File: src/rtl/fetch_flow_controller_pkg.sv
`default_nettype none
// ============================================================================
// Module      : fetch_flow_controller_pkg
// Description : Shared state encodings and default parameters for the
//               instruction fetch flow controller.
// Revision    : 1.0 - initial release
// ============================================================================
package fetch_flow_controller_pkg;

    localparam int c_DEFAULT_MAX_OUTSTANDING = 4;
    localparam int c_DEFAULT_PC_STEP         = 4;
    localparam int c_COUNT_WIDTH             = 3;

    typedef enum logic [1:0] {
        ST_IDLE  = 2'd0,
        ST_FETCH = 2'd1,
        ST_DRAIN = 2'd2
    } fetchState_t;

endpackage
`default_nettype wire

File: src/rtl/fetch_flow_controller.sv
`default_nettype none
// ============================================================================
// Module      : fetch_flow_controller
// Description : Issues sequential instruction fetches under a credit limit,
//               forwards in-order returns and discards stale ones on redirect.
// Revision    : 1.0 - initial release
// ============================================================================
module fetch_flow_controller
    import fetch_flow_controller_pkg::*;
#(
    parameter int P_MAX_OUTSTANDING = c_DEFAULT_MAX_OUTSTANDING,
    parameter int P_PC_STEP         = c_DEFAULT_PC_STEP
)(
    input  logic        iCLOCK,
    input  logic        inRESET,
    input  logic        iREDIRECT_VALID,
    input  logic [31:0] iREDIRECT_PC,
    output logic        oMEM_REQ,
    output logic [31:0] oMEM_ADDR,
    input  logic        iMEM_LOCK,
    input  logic        iMEM_VALID,
    output logic        oBUF_INST_VALID,
    output logic [31:0] oBUF_PC,
    output logic        oBUF_FREE_REFRESH,
    input  logic        iBUF_FETCH_STOP,
    input  logic        iBUF_LOCK,
    output logic [2:0]  oOUTSTANDING
);

    localparam logic [c_COUNT_WIDTH-1:0] c_MAX_OUT = 3'(P_MAX_OUTSTANDING);
    localparam logic [31:0]              c_STEP    = 32'(P_PC_STEP);

    fetchState_t                r_state;
    fetchState_t                w_stateNext;
    logic [31:0]                r_fetchPc, w_fetchPcNext;
    logic [31:0]                r_retPc, w_retPcNext;
    logic [c_COUNT_WIDTH-1:0]   r_outstanding, w_outstandingNext;
    logic [c_COUNT_WIDTH-1:0]   r_discard, w_discardNext;
    logic                       r_refresh, w_refreshNext;

    logic                       w_validRet;
    logic                       w_creditOk;
    logic                       w_memReq;
    logic                       w_accept;
    logic                       w_forward;
    logic [c_COUNT_WIDTH-1:0]   w_remaining;

    always_ff @(posedge iCLOCK) begin
        if (!inRESET) begin
            r_state       <= ST_IDLE;
            r_fetchPc     <= '0;
            r_retPc       <= '0;
            r_outstanding <= '0;
            r_discard     <= '0;
            r_refresh     <= 1'b0;
        end else begin
            r_state       <= w_stateNext;
            r_fetchPc     <= w_fetchPcNext;
            r_retPc       <= w_retPcNext;
            r_outstanding <= w_outstandingNext;
            r_discard     <= w_discardNext;
            r_refresh     <= w_refreshNext;
        end
    end

    always_comb begin
        // A return with nothing in flight is a protocol error and is ignored
        w_validRet  = iMEM_VALID && (r_outstanding != '0);
        w_creditOk  = (r_outstanding < c_MAX_OUT) ||
                      ((r_outstanding == c_MAX_OUT) && w_validRet);
        w_memReq    = (r_state == ST_FETCH) && !iBUF_FETCH_STOP && !iBUF_LOCK &&
                      !iREDIRECT_VALID && w_creditOk;
        w_accept    = w_memReq && !iMEM_LOCK;
        w_forward   = (r_state == ST_FETCH) && w_validRet;
        w_remaining = r_outstanding - {{(c_COUNT_WIDTH-1){1'b0}}, w_validRet};

        w_stateNext       = r_state;
        w_fetchPcNext     = w_accept  ? r_fetchPc + c_STEP : r_fetchPc;
        w_retPcNext       = w_forward ? r_retPc + c_STEP   : r_retPc;
        w_outstandingNext = r_outstanding + {{(c_COUNT_WIDTH-1){1'b0}}, w_accept}
                                          - {{(c_COUNT_WIDTH-1){1'b0}}, w_validRet};
        w_discardNext     = r_discard;
        w_refreshNext     = 1'b0;

        case (r_state)
            ST_IDLE: begin
                if (iREDIRECT_VALID) begin
                    w_stateNext   = ST_FETCH;
                    w_fetchPcNext = iREDIRECT_PC;
                    w_retPcNext   = iREDIRECT_PC;
                end
            end
            ST_FETCH, ST_DRAIN: begin
                if (iREDIRECT_VALID) begin
                    // Everything still in flight after this cycle is stale
                    w_refreshNext = 1'b1;
                    w_fetchPcNext = iREDIRECT_PC;
                    w_retPcNext   = iREDIRECT_PC;
                    w_discardNext = w_remaining;
                    w_stateNext   = (w_remaining != '0) ? ST_DRAIN : ST_FETCH;
                end else if (r_state == ST_DRAIN) begin
                    if (w_validRet && (r_discard != '0)) begin
                        w_discardNext = r_discard - 1'b1;
                    end
                    if (r_discard == '0) begin
                        w_stateNext = ST_FETCH;
                    end
                end
            end
            default: begin
                w_stateNext = ST_IDLE;
            end
        endcase
    end

    assign oMEM_REQ          = inRESET && w_memReq;
    assign oMEM_ADDR         = inRESET ? r_fetchPc : 32'h0;
    assign oBUF_INST_VALID   = inRESET && w_forward;
    assign oBUF_PC           = inRESET ? r_retPc : 32'h0;
    assign oOUTSTANDING      = inRESET ? r_outstanding : 3'd0;
    assign oBUF_FREE_REFRESH = r_refresh;

endmodule
`default_nettype wire

File: config.mk
export PLATFORM = sky130hd
export DESIGN_NAME = fetch_flow_controller
export DESIGN_NICKNAME = d
export VERILOG_FILES = /design/src/rtl/fetch_flow_controller_pkg.sv /design/src/rtl/fetch_flow_controller.sv
export SDC_FILE = /design/constraint.sdc
export NUM_CORES = 1
export LEC_CHECK = 0
export CAP_MARGIN = 20
export CORE_MARGIN = 5
export CORE_UTILIZATION = 49
export CTS_CLUSTER_DIAMETER = 60
export DETAILED_ROUTE_END_ITERATION = 8
export PLACE_DENSITY = 0.81
export SETUP_SLACK_MARGIN = 0.4
export SLEW_MARGIN = 20
export SYNTH_ARGS = -nofsm -noshare
export SYNTH_HDL_FRONTEND = slang
export SYNTH_SLANG_ARGS = --single-unit
File: constraint.sdc
create_clock -name iCLOCK -period 3.5 [get_ports iCLOCK]
set_input_delay 0.35 -clock iCLOCK [delete_from_list [all_inputs] [get_ports iCLOCK]]
set_output_delay 0.35 -clock iCLOCK [all_outputs]
set_load 0.02 [all_outputs]
* Word level (Yosys, flattened, before mapping) *
Index checks and enable logic that the tools add are counted.

operators by class
  add/subtract/negate cells = 6
  magnitude comparators = 1
  eq/ne operators = 6
  muxes and demuxes = 19
  reduce and logical (&&, ||, !) cells = 28

operator list
  kind                                              count
  2-to-1 mux 32 bit                                 8
  adder 32 x 3 -> 32 bit, second input constant     2
  2-to-1 mux 3 bit                                  4
  logical AND 1 bit                                 11
  2-to-1 mux 2 bit                                  5
  nonzero test 3 bit                                3
  != test 3 bit, second input constant              2
  AND reduction 3 bit                               2
  subtractor 3 x 1 -> 3 bit                         2
  zero test 1 bit                                   4
  one-hot mux 2 bit (2 select lines)                1
  nonzero test 2 bit                                2
  adder 3 x 1 -> 3 bit                              1
  == test 3 bit, second input constant              1
  zero test 3 bit                                   1
  < comparator 3 bit, second input constant         1
  OR reduction 3 bit                                1
  subtractor 3 x 1 -> 3 bit, second input constant  1
  == test 2 x 1 -> 1 bit, second input constant     1
  == test 2 bit, second input constant              1
  zero test 2 bit                                   1
  != test 2 bit, second input constant              1
  AND reduction 2 bit                               1
  OR reduction 2 bit                                1
  other kinds (2)                                   2

word-level totals
  register bits after elaboration = 73
  input port bits = 39
  output and inout bits = 70

* Longest topological paths before layout *
Gate-level depths: netlist of the first run.

  depth in word-level cells = 9
  gate-level depth with buffers = 12
  gate-level depth less buffers = 12

* Least setup slack after synthesis of the first run *
Ideal clock, no wire load.

  kind = register to register
  start point = register r_state[1]
  end point = register r_outstanding[2]
  library setup time = 0.128 ns
  arrival = 2.648 ns
  path slack = 0.724 ns
  stages on the path, launching flop included = 13
  path buffers = 0
  period minus slack after synthesis = 2.776 ns
  cell sequence = dfxtp_1 > inv_1 > ha_1 > or4b_1 > a21oi_1 > and2b_1 > inv_1 > ha_1 > inv_1 > ha_1 > fa_1 > xnor2_1 > nor2_1

on the way
  longest elaborated chain between the ends = 8

ends and longest elaborated chain
  what                             RTL line                     text
  start: declaration               fetch_flow_controller.sv:33  fetchState_t r_state;
  start signal: assignment         fetch_flow_controller.sv:57  r_state <= w_stateNext;
  == test 2 x 1 -> 1 bit           fetch_flow_controller.sv:71  w_memReq = (r_state == ST_FETCH) && !iBUF_FETCH_STOP && !iBUF_LOCK &&
  logical AND 1 bit (3 in series)  fetch_flow_controller.sv:71
  logical AND 1 bit                fetch_flow_controller.sv:72  !iREDIRECT_VALID && w_creditOk;
  logical AND 1 bit                fetch_flow_controller.sv:73  w_accept = w_memReq && !iMEM_LOCK;
  adder 3 x 1 -> 3 bit             fetch_flow_controller.sv:80  w_outstandingNext = r_outstanding + {{(c_COUNT_WIDTH-1){1'b0}}, w_accept}
  subtractor 3 x 1 -> 3 bit        fetch_flow_controller.sv:81  - {{(c_COUNT_WIDTH-1){1'b0}}, w_validRet};
  end signal: assignment           fetch_flow_controller.sv:60  r_outstanding <= w_outstandingNext;
  end: declaration                 fetch_flow_controller.sv:37  logic [c_COUNT_WIDTH-1:0] r_outstanding, w_outstandingNext;

No other way between the ends.
A chain may end at the register's enable or synchronous reset.

* Worst setup path in the final report of the first run *
  start point = register r_state[1]
  end point = output port oMEM_REQ

on the way
  longest elaborated chain between the ends = 6

ends and longest elaborated chain
  what                             RTL line                      text
  == test 2 x 1 -> 1 bit           fetch_flow_controller.sv:71
  logical AND 1 bit (3 in series)  fetch_flow_controller.sv:71
  logical AND 1 bit                fetch_flow_controller.sv:72
  logical AND 1 bit                fetch_flow_controller.sv:116  assign oMEM_REQ = inRESET && w_memReq;
  end: declaration                 fetch_flow_controller.sv:18   output logic oMEM_REQ,

No other way between the ends.

==> impl_metrics.py, run 1 <==
metrics = {
    "status": {
        "status": "finished clean",
    },
    "global_route": {
        "antenna_found_initial": 0,
        "track_usage_pct": 22.5,
        "grt_pass1_wl_mm": 18.6,
        "grt_pass1_vias": 3946,
        "grt.overflow.total": 0,
        "grt_max_degree": 64,
    },
    "sta": {
        "fin_crit_sh_pct": 83.8,
        "worst_slack_ns": 0.567,
        "drv_slew": 0,
        "setup_viol": 0,
        "setup_tns_ns": 0,
        "hold_viol_final": 0,
        "max_slew_margin_pct": 45.6,
        "fmax_ghz": 0.341,
        "skew_ns": 0.00982,
        "rsz0062_at_grt": "false",
        "fin_crit_ns": 2.93,
        "worst_pin_slew_ns": 0.816,
    },
    "pwr": {
        "power_density_nw_per_um2": 458,
        "power.leakage_nw": 1.96,
        "max-vdd-ir-drop_mv": 0.239,
    },
    "cells_and_area": {
        "area_delta_synth_final_pct": 33.8,
        "diodes": 0,
        "drive_above_1_share_pct": 5.13,
        "stdcell_count": 709,
        "finalNetCount": 651,
    },
    "yosys": {
        "synth_top_area_share_pct": 35.0,
        "synth_xor_area_share_pct": 12.1,
        "synth-simple-area-share_pct": 28.1,
        "synthAdderAreaFrac_pct": 4.19,
        "synthesis.nets": 556,
        "syn_area_per_cell_sq_um": 8.07,
        "ys_warn_count": 0,
        "synth_area_sq_um": 4070,
        "ys.flop_type": "dfxtp_1",
        "netlist_top_cells_count": "dfxtp_1 (71), and2_1 (68), a21oi_1 (62)",
        "post_synth_num_cell_types": 41,
        "synth_top_family_by_area": "simple AND/OR/NAND/NOR gates",
        "yosysTopAreaCell": "dfxtp_1",
        "yosys-top-cells-area": "dfxtp_1 (35%), and2_1 (10%), xor2_1 (8.4%), a21oi_1 (7.6%), o21ai_0 (4.2%)",
        "synth_seq_cells": 71,
        "synth_compound_area_share_pct": 15.2,
        "syn-instance-count": 504,
        "ys_seq_area_share_pct": 35.0,
        "synth-edff-count": 0,
        "async_flop_share_pct": 0,
        "yosysMostFrequentCell": "dfxtp_1",
        "muxShareOfSynthArea_pct": 0.492,
    },
    "worst_hold_path": {
        "min_to": "r_fetchPc[1]",
        "min_path_type": "reg -> reg",
        "min_from": "r_fetchPc[1]",
        "min_delay_path_depth": 2,
    },
    "die": {
        "die_h_um": 101,
        "rows": 33,
        "initial_core_util_pct": 50.0,
        "die-area_sq_um": 10200,
        "die_x_um": 101,
        "core_sq_um": 8130,
        "num_io_pins": 109,
    },
    "routing": {
        "routed-wl-met3_um": 694,
        "wl_met1_mm": 4.71,
        "ant_nets": 0,
        "vias": 3946,
        "drc": 0,
        "drt-total-wl_mm": 11.2,
        "met2_length_mm": 5.47,
        "first_iter_violations": 244,
        "top_layer": "met4",
        "wire_per_inst_um": 15.8,
        "vias_per_cell": 5.57,
        "drt_pass1_iterations": 4,
    },
    "clock_tree": {
        "worstSkewPairLatency_ns": 0.34,
        "numClockSinks": 71,
        "cts_max_path_buffers": 2,
        "cts_hold_buf": 0,
        "cts_made_buffers": 9,
        "root_buffer": "clkbuf_8",
        "clk_pin_slew_worst_paths_ns": 0.07,
        "cts_tree": "built",
        "cts-htree-levels": 3,
    },
    "job": {
        "maxCapViolations": 0,
    },
    "place": {
        "preCtsSetupSlack_ns": 0.331,
        "place_inst": 693,
        "dp_hpwl_mm": 8.17,
        "numPortBuffers": 108,
        "gp_congestion": 0.871,
    },
    "setup_path": {
        "cp.arrival_ns": 2.58,
        "ff2ff_setup_slack_ns": 0.59,
        "critPathRequiredTime_ns": 3.15,
        "crit_family": "buffers and inverters",
        "worst_setup_path_start_kind": "register",
        "r2r_cells": 12,
        "path_class": "reg -> out",
        "reg2reg_from": "r_state[1]",
        "cpMaxStageDelayCell": "clkdlybuf4s50_1",
        "path_buf_inv": 3,
        "slowest_delay_ns": 0.60,
        "path_cells": "inv_1, ha_1, or4b_4, a21oi_1, buf_4, and2_1, clkdlybuf4s50_1",
        "r2r-end": "r_outstanding[2]",
        "worst-path-max-fanout": 5,
        "crit_path_end_kind": "output port",
    },
}
## routing by layer
metal	global-route usage [%]	vias up
li1	-	1946
met5	0	-
met1	28.0	1844
met2	37.2	128
met4	11.6	0
met3	3.53	28
## power breakdown
group	total [W]	internal, W	switching (W)
Combinational	0.000743	0.000351	0.000392
Clock	0.000707	0.000399	0.000308
Sequential	0.00104	0.000915	0.000125
## worst reg2reg max path: cells and delay by family (launching register included)
family	cells	cell delay, ns
adders and majority gates	4	1.02
and+or+nand+nor	3	0.85
DFF	1	0.34
buffers and inverters	3	0.21
AOI/OAI and AO/OA	1	0.20
xor gates and xnor gates	1	0.18
## how the worst max path moves through the flow
stage | cells after the start | start | slack [ns] | end
5_1_grt | 7 | r_state[1] | 0.41 | oMEM_REQ
6_report | 7 | r_state[1] | 0.57 | oMEM_REQ
4_1_cts | 7 | r_state[1] | 0.48 | oMEM_REQ
2_1_floorplan | 12 | r_state[1] | 0.72 | r_outstanding[2]
3_5_place_dp | 11 | iBUF_FETCH_STOP | 0.33 | r_outstanding[2]
3_3_place_gp | 11 | iBUF_FETCH_STOP | 0.47 | r_outstanding[2]
## timing repair
action / CTS / global route
endpoints found under the setup margin: 0 / 3
hold endpoints to repair: 0 / 0
setup buffers: 0 / 0
gates resized for setup: 0 / 1
## through the flow
stage	utilization, %	hold WS, ns	instance area (sq um)	power, W
2_1_floorplan	-	0.432	4070	0.00151
3_3_place_gp	64.2	0.439	5220	0.00176
3_5_place_dp	64.2	0.446	5220	0.00179
4_1_cts	66.8	0.457	5440	0.00250
5_1_grt	66.9	0.482	5440	0.00263
6_report	66.9	0.457	5440	0.00249
## layout by cell type, fill, tap and decap left out, drive strengths merged, types with 2 or more instances in the layout
master,n
and2,68
nand3,21
xnor2,17
inv,17
dfxtp,71
a31oi,2
clkbuf,10
and4,6
nor3,8
and3,10
nand2,26
a211oi,4
nand4,25
ha,12
clkinvlp,2
buf,9
clkdlybuf4s50,107
a311oi,2
a21oi,62
o21ai,34
nand4b,2
xor2,39
nor2,19
nor2b,3
nor4,7
bufinv,2
mux2i,2
clkinv,2
## flip-flops by register name, summed over array words and instances (netlist names)
| register | cells |
|---|---|
| oBUF_FREE_REFRESH | 1 |
| r_discard | 3 |
| r_fetchPc | 31 |
| r_state | 2 |
| r_retPc | 31 |
| r_outstanding | 3 |
## cells by family after synthesis
kind of cell    count (synthesis)
simple gates                  201
compound gates                112
flops                          71
xor+xnor                       56
buf+inv                        49
fa+ha+maj                      13
mux                             2
## cell type report
cell class | instances | area [sq um]
Fill cell | 675 | 2690
Inverter | 17 | 63.8
Sequential cell | 71 | 1420
Timing Repair Buffer | 116 | 1150
Clock inverter | 6 | 85.1
Clock buffer | 10 | 128
Multi-Input combinational cell | 384 | 2460
Tap cell | 105 | 131
(Power assumes the default switching activity.)
==> run 2, diff against run 1 <==
==> constraint.sdc (replaced) <==
create_clock -name iCLOCK -period 3 [get_ports iCLOCK]
set_input_delay 0.3 -clock iCLOCK [delete_from_list [all_inputs] [get_ports iCLOCK]]
set_output_delay 0.3 -clock iCLOCK [all_outputs]
set_load 0.02 [all_outputs]
==> run 2 against run 1 <==
Compared with the run above:
- critical path depth is 3 lower
- final area increased by 1.8%
- clock power is 29% higher
- largest cell class unchanged
- utilization up 1.2 points
- wire length increased by 0.94%
- highest routed layer unchanged
- global-route usage fell by 0.38 points
==> impl_metrics.py, run 2 (synthesis results as in run 1) <==
metrics = {
    "status": {
        "status": "finished clean",
    },
    "place": {
        "dp_hpwl_mm": 8.43,
        "gp_congestion": 0.927,
        "numPortBuffers": 108,
    },
    "setup_path": {
        "crit_path_end": "oBUF_INST_VALID",
        "crit_path_end_kind": "output port",
        "path_class": "reg -> out",
        "worst_setup_path_start_kind": "register",
        "r2r_cells": 11,
        "slowest_delay_ns": 0.58,
        "ff2ff_setup_slack_ns": 0.51,
        "worst-path-max-fanout": 11,
        "path_buf_inv": 2,
        "cpMaxStageDelayCell": "o311ai_0",
        "crit_family": "buffers and inverters",
        "reg2reg_from": "r_state[1]",
        "r2r-end": "r_outstanding[1]",
        "cp-startpoint": "r_outstanding[2]",
        "cp.arrival_ns": 2.26,
        "path_depth": 4,
        "critPathRequiredTime_ns": 2.70,
        "path_cells": "o311ai_0, buf_4, nor2_1, clkdlybuf4s50_1",
    },
    "pwr": {
        "power.switching_w": 0.000987,
        "switching_share_pct": 32.4,
        "power.leakage_nw": 2.00,
        "power_density_nw_per_um2": 550,
        "p_clk_share_pct": 29.9,
        "p_total_w": 0.00304,
        "power.internal_w": 0.00206,
        "combPwrFrac_pct": 29.8,
        "max-vdd-ir-drop_mv": 0.305,
        "seq_power_share_pct": 40.3,
    },
    "clock_tree": {
        "cts_made_buffers": 9,
        "cts_tree": "built",
        "worstSkewPairLatency_ns": 0.34,
        "root_buffer": "clkbuf_8",
        "cts_hold_buf": 0,
        "clk_pin_slew_worst_paths_ns": 0.08,
        "cts-htree-levels": 3,
        "cts_max_path_buffers": 2,
        "numClockSinks": 71,
    },
    "routing": {
        "wire_per_inst_um": 15.8,
        "drt-total-wl_mm": 11.3,
        "ant_nets": 0,
        "drt_pass1_iterations": 5,
        "vias": 3924,
        "first_iter_violations": 204,
        "drc": 0,
        "vias_per_cell": 5.48,
    },
    "die": {
        "num_io_pins": 109,
        "core_sq_um": 8130,
        "rows": 33,
        "die-area_sq_um": 10200,
        "die_h_um": 101,
        "initial_core_util_pct": 50.0,
        "die_x_um": 101,
    },
    "sta": {
        "hold_viol_final": 0,
        "setup_viol": 0,
        "setup_tns_ns": 0,
        "rsz0062_at_grt": "true",
        "skew_ns": 0.0112,
        "fin_crit_sh_pct": 85.4,
        "worst_pin_slew_ns": 0.683,
        "drv_slew": 0,
        "fin_crit_ns": 2.56,
        "max_slew_margin_pct": 54.3,
        "fmax_ghz": 0.391,
    },
    "cells_and_area": {
        "mostFrequentLayoutCell": "clkdlybuf4s50_1",
        "area_delta_synth_final_pct": 36.3,
        "diodes": 0,
        "layout_common_cells": "clkdlybuf4s50_1 (106), dfxtp_1 (69), and2_1 (67)",
        "finalNetCount": 658,
        "reg_top3": "r_fetchPc: 31 flops, r_retPc: 31 flops",
        "drive_above_1_share_pct": 7.53,
    },
    "worst_hold_path": {
        "min_path_type": "reg -> reg",
    },
    "global_route": {
        "grt_max_degree": 63,
        "antenna_found_initial": 0,
        "grt.overflow.total": 0,
        "grt_pass1_wl_mm": 18.2,
        "track_usage_pct": 22.1,
        "grt_pass1_vias": 3821,
    },
    "job": {
        "maxCapViolations": 0,
    },
}
run 2: cell types whose count changed in the layout (fill, tap and decap cells not counted), sizes merged:
cell and delta:
dlygate4sd2 +1, clkdlybuf4s50 -1, clkinv -1, clkinvlp -1
buf +7, clkbuf +1, bufinv +1
run 2: worst reg2reg max path: cells and delay by family, from the launching register on:
family / cells / cell delay (ns)
AO/OA/AOI/OAI: 1 / 0.13
adder cells (fa/ha/maj): 4 / 0.97
buffers and inverters: 3 / 0.18
flip-flops: 1 / 0.34
AND/OR/NAND/NOR: 3 / 0.79
run 2: worst min-delay path by stage:
stage	from	endpoint	slack, ns	depth (start not counted)
4_1_cts	r_fetchPc[1]	r_fetchPc[1]	0.46	2
5_1_grt	r_fetchPc[1]	r_fetchPc[1]	0.49	2
6_report	r_retPc[0]	r_retPc[0]	0.46	2
3_3_place_gp	r_fetchPc[1]	r_fetchPc[1]	0.44	2
2_1_floorplan	r_fetchPc[1]	r_fetchPc[1]	0.43	2
3_5_place_dp	r_fetchPc[1]	r_fetchPc[1]	0.45	2
run 2: cell type report:
cell class	instances	area, sq um
clock inverter	5	106
sequential	71	1420
clock buffer	11	131
multi-input combinational	384	2490
timing repair buffer	123	1190
fill	670	2590
tap	105	131
inverter	17	63.8
run 2: timing repair:
| item | in CTS | in global routing |
|---|---|---|
| gates cloned | 0 | 0 |
| buffers inserted | 2 | 1 |
| pin swaps | 0 | 0 |
| gates resized for setup | 3 | 6 |
| endpoints found under the setup margin | 3 | 5 |
run 2: layer usage:
metal	track usage, %	part of all wire [%]	vias up
li1	-	-	1958
met1	28.2	43	1835
met2	38.0	51	120
met3	3.04	4.6	11
met4	7.57	1.3	0
met5	0	0	-
run 2: stage by stage:
step                utilization, %  setup slack, ns  hold WS [ns]  area, sq um  std cells
floorplan                        -            0.408         0.432         4080        504
global placement              64.6            0.154         0.439         5260        697
detailed placement            64.6           0.0753         0.447         5260        697
CTS                           67.8            0.432         0.457         5510        715
global route                  68.1            0.388         0.486         5540        716
finish                        68.1            0.439         0.455         5540        716
run 2: power by group through the flow:
| stage | sequential [W] | clock (W) | combinational, W |
|---|---|---|---|
| 6_report | 0.00123 | 0.000911 | 0.000908 |
| 5_1_grt | 0.00124 | 0.000961 | 0.00100 |
| 4_1_cts | 0.00121 | 0.000921 | 0.000885 |
| 3_5_place_dp | 0.00123 | 0 | 0.000875 |
| 3_3_place_gp | 0.00122 | 0 | 0.000845 |
| 2_1_floorplan | 0.00119 | 0 | 0.000584 |
==> run 3, diff against run 2 <==
--- a/config.mk
+++ b/config.mk
@@ -10,7 +10,9 @@
 export CORE_UTILIZATION = 49
 export CTS_CLUSTER_DIAMETER = 60
 export DETAILED_ROUTE_END_ITERATION = 8
+export HOLD_SLACK_MARGIN = 0.15
 export PLACE_DENSITY = 0.81
+export RECOVER_POWER = 100
 export SETUP_SLACK_MARGIN = 0.4
 export SLEW_MARGIN = 20
 export SYNTH_ARGS = -nofsm -noshare
==> run 3 against run 2 <==
Compared with the run above:
- maximum frequency down 6.4%
- setup slack worse by 0.17 ns
- global-route usage unchanged
- flip-flop and latch count unchanged
- sequential share of layout area up 0.20 points
- critical path depth unchanged
==> impl_metrics.py, run 3 (synthesis results as in run 1) <==
metrics = {
    "sta": {
        "drv_slew": 0,
        "fmax_ghz": 0.366,
        "max_slew_margin_pct": 12.9,
        "setup_viol": 0,
        "worst_pin_slew_ns": 1.31,
        "fin_crit_sh_pct": 91.2,
        "hold_viol_final": 0,
        "skew_ns": 0.0104,
        "fin_crit_ns": 2.74,
        "setup_tns_ns": 0,
        "rsz0062_at_grt": "true",
    },
    "setup_path": {
        "path_class": "reg -> out",
        "reg2reg_from": "r_state[1]",
        "slowest_delay_ns": 0.68,
        "worst-path-max-fanout": 11,
        "critPathRequiredTime_ns": 2.70,
        "worst_setup_path_start_kind": "register",
        "r2r-end": "r_outstanding[1]",
        "crit_path_end_kind": "output port",
        "path_cells": "o311ai_0, clkbuf_1, nor2_1, dlygate4sd3_1",
        "r2r_cells": 11,
        "ff2ff_setup_slack_ns": 0.38,
        "cpMaxStageDelayCell": "dlygate4sd3_1",
        "cp.arrival_ns": 2.44,
    },
    "die": {
        "die-area_sq_um": 10200,
        "initial_core_util_pct": 50.0,
        "core_sq_um": 8130,
        "num_io_pins": 109,
        "rows": 33,
        "die_h_um": 101,
        "die_x_um": 101,
    },
    "routing": {
        "drt_pass1_iterations": 5,
        "vias": 3934,
        "ant_nets": 0,
        "drc": 0,
        "vias_per_cell": 5.49,
        "first_iter_violations": 173,
        "drt-total-wl_mm": 11.3,
        "wire_per_inst_um": 15.8,
    },
    "global_route": {
        "grt.overflow.total": 0,
        "grt_pass1_wl_mm": 18.2,
        "antenna_found_initial": 0,
        "grt_pass1_vias": 3821,
        "grt_max_degree": 63,
        "track_usage_pct": 22.1,
    },
    "worst_hold_path": {
        "min_delay_path_depth": 2,
        "min_path_type": "reg -> reg",
        "min_to": "r_fetchPc[1]",
        "min_from": "r_fetchPc[1]",
    },
    "cells_and_area": {
        "reg_top3": "r_fetchPc: 31 flops, r_retPc: 31 flops",
        "postLayoutCellArea_sq_um": 5490,
        "post-route-util_pct": 67.5,
        "area_delta_synth_final_pct": 35.1,
        "drive_above_1_share_pct": 5.73,
        "mostFrequentLayoutCell": "dfxtp_1",
        "fill_cells": 685,
        "stdcell_count": 716,
        "layout_common_cells": "dfxtp_1 (70), and2_1 (64), a21oi_1 (61)",
        "finalNetCount": 658,
        "diodes": 0,
    },
    "clock_tree": {
        "clk_pin_slew_worst_paths_ns": 0.08,
        "worstSkewPairLatency_ns": 0.34,
        "cts_max_path_buffers": 2,
        "cts-htree-levels": 3,
        "cts_tree": "built",
        "root_buffer": "clkbuf_8",
        "numClockSinks": 71,
        "cts_made_buffers": 9,
    },
    "place": {
        "place_area_sq_um": 5260,
        "numPortBuffers": 108,
        "place_inst": 697,
        "gp_congestion": 0.927,
        "dp_hpwl_mm": 8.43,
    },
    "job": {
        "maxCapViolations": 0,
    },
    "pwr": {
        "power_density_nw_per_um2": 546,
        "power.leakage_nw": 2.12,
        "max-vdd-ir-drop_mv": 0.305,
        "p_total_w": 0.00300,
    },
    "status": {
        "status": "finished clean",
    },
}
## run 3: cell count changes in the layout (fill, tap and decap cells not counted), moves of 3 or more
cell / previous run / this run
and2_1: 67 / 64
and2_0: 0 / 3
dlygate4sd3_1: 0 / 49
clkbuf_1: 2 / 6
buf_4: 15 / 10
clkdlybuf4s50_1: 106 / 57
## run 3: metrics by stage
stage,worst slack [ns],hold WS (ns)
floorplan,0.408,0.432
global placement,0.154,0.439
detailed placement,0.0753,0.447
CTS,0.432,0.457
global route,0.204,0.486
finish,0.264,0.455
## run 3: critical path: cells and delay by family (launching register included)
family / cells / cell delay, ns
flops: 1 / 0.46
buf+inv: 2 / 0.98
simple gates: 1 / 0.08
compound gates: 1 / 0.57
## run 3: power by group
group,leakage [nW],total [W],internal (W),switching (W)
Sequential,0.590,0.00122,0.00107,0.000151
Clock,0.114,0.000908,0.000555,0.000353
Combinational,1.42,0.000870,0.000400,0.000469
## run 3: how the worst max path moves through the flow
stage | startpoint | endpoint | cells past startpoint
after global placement | iBUF_FETCH_STOP | r_outstanding[2] | 11
after global routing | inRESET | oMEM_ADDR[27] | 4
after CTS | r_state[1] | r_outstanding[1] | 11
after floorplan | r_state[1] | r_outstanding[1] | 11
final | r_outstanding[2] | oBUF_INST_VALID | 4
after detailed placement | iBUF_FETCH_STOP | r_outstanding[2] | 11
## run 3: routing by layer
layer / GRT usage (%) / wire length (um) / up-vias
met5: 0 / 0 / -
met4: 7.57 / 155 / 0
met3: 3.04 / 607 / 11
li1: - / - / 1959
met1: 28.2 / 4820 / 1834
met2: 38.0 / 5730 / 130
## run 3: repair_timing
item,CTS,global route
hold buffers,0,0
setup endpoints to repair,3,5
gates resized for setup,3,6
buffers inserted,2,1
## run 3: area by class of cell
cell class,instances,area (sq um),area share (%)
multi-input combinational,384,2470,44.9
clock inverter,5,106,1.94
tap,105,131,2.39
clock buffer,11,131,2.39
inverter,17,63.8,1.16
timing repair buffer,123,1170,21.3
sequential,71,1420,25.9
==> patch: new RTL, flow settings as in run 2 <==
Remove the register `r_refresh`: a continuous assignment takes its place, so the output `oBUF_FREE_REFRESH` follows one clock earlier.
--- a/src/rtl/fetch_flow_controller.sv
+++ b/src/rtl/fetch_flow_controller.sv
@@ -52,16 +52,16 @@
             r_retPc       <= '0;
             r_outstanding <= '0;
             r_discard     <= '0;
-            r_refresh     <= 1'b0;
         end else begin
             r_state       <= w_stateNext;
             r_fetchPc     <= w_fetchPcNext;
             r_retPc       <= w_retPcNext;
             r_outstanding <= w_outstandingNext;
             r_discard     <= w_discardNext;
-            r_refresh     <= w_refreshNext;
         end
     end
+
+    assign r_refresh = w_refreshNext;
 
     always_comb begin
         // A return with nothing in flight is a protocol error and is ignored
Formal check against the unedited RTL: not equivalent (a bounded check fails within 4 cycles, from zero or initial values and one cycle with inRESET low).
==> patch against run 2 <==
Routed wire length is 24% higher. Worst setup slack better by 0.049 ns. Register-to-register slack worse by 0.02 ns. Hold slack gained 0.0060 ns. Power fell by 4.4%. Design area grew 6.8%. Sequential cell count fell by 1. Area after synthesis is 12% higher.
==> patch: results (changes against run 2) <==
| Metric | Value |
|---|---|
| Clock network area share | `2.812% (-1.5 points)` |
| Synthesized area divided by synthesized cell count | `7.783 um^2 (-3.5%)` |
| Top cells by instance count after synthesis | `70 x sky130_fd_sc_hd__dfxtp_1, 66 x sky130_fd_sc_hd__and2_1, 39 x sky130_fd_sc_hd__o21ai_0, 38 x sky130_fd_sc_hd__clkbuf_1, 34 x sky130_fd_sc_hd__nand2_1` |
| Run status | `finished clean` |
| Number of non-clock inverters | `20 (+3)` |
| Post-Route WL | `14040 um (+24%)` |
| Max-slew headroom | `47.71% (-6.6 points)` |
| Cell count of the worst reg-to-reg path | `9 (-2)` |
| Number of global-route vias before repair | `4647 (+22%)` |
| End point of the critical path | `oMEM_REQ` |
| Placed wire-length estimate | `10340 um (+23%)` |
| # clock sinks | `70 (-1.4%)` |
| Worst clock skew on the final layout | `0.01080 ns (-0.0003680 ns)` |
| Weighted congestion reported at the end of routability-driven placement | `0.9064 (-2.3%)` |
| Net count after synthesis | `637 (+15%)` |
| Fraction of area in multi-input gates | `49.34% (+4.3 points)` |
| Worst r2r src | `r_state[0]` |
| Sequential-to-total area share from yosys stat | `30.78% (-4.2 points)` |
| Standby leakage power | `2.053 nW (+2.4%)` |
| Crit-path max FO | `8 (-3)` |
| DR vias | `4890 (+25%)` |
| Largest net degree at the start of global routing | `69 (+9.5%)` |
| Fraction of final layout cells sized beyond drive strength 1 | `6.490% (-1.0 points)` |
| Net count reported at finish | `725 (+10%)` |
| Final-layout non-clock buffer area share | `20.51% (-0.93 points)` |
| WP data arrival | `2.21 ns (-0.05 ns)` |
| Wire length of the first global-routing pass | `22560 um (+24%)` |
| Average wire length per cell after detail routing | `17.79 um (+13%)` |
-- patch: cells by family (layout without fill, tap and decap cells) --
logic type                 Yosys count  after routing  share of synthesized area (%)
muxes                                5              5                          1.099
xor gates and xnor gates            16             16                          3.078
and+or+nand+nor                    269            269                          33.99
adders and majority gates           13             13                          3.737
AOI/OAI and AO/OA                  146            146                          21.46
DFF                                 70             70                          30.78
buffers and inverters               66            159                          5.853
-- patch: layer usage --
metal	global-route usage, %	routed length (um)	vias to the layer above
li1	-	-	2352
met1	32.22	6039	2293
met2	40.14	6709	220
met3	3.582	998	25
met4	8.973	287	0
met5	0	0	-
-- patch: power by group through the flow --
stage	Sequential [W]	Clock, W	Combinational, W
final	0.00121	0.000665	0.00103
after global placement	0.00121	0	0.000963
after global routing	0.00123	0.000718	0.00113
after CTS	0.00120	0.000675	0.00102
after floorplan	0.00116	0	0.000670
after detailed placement	0.00122	0	0.00100
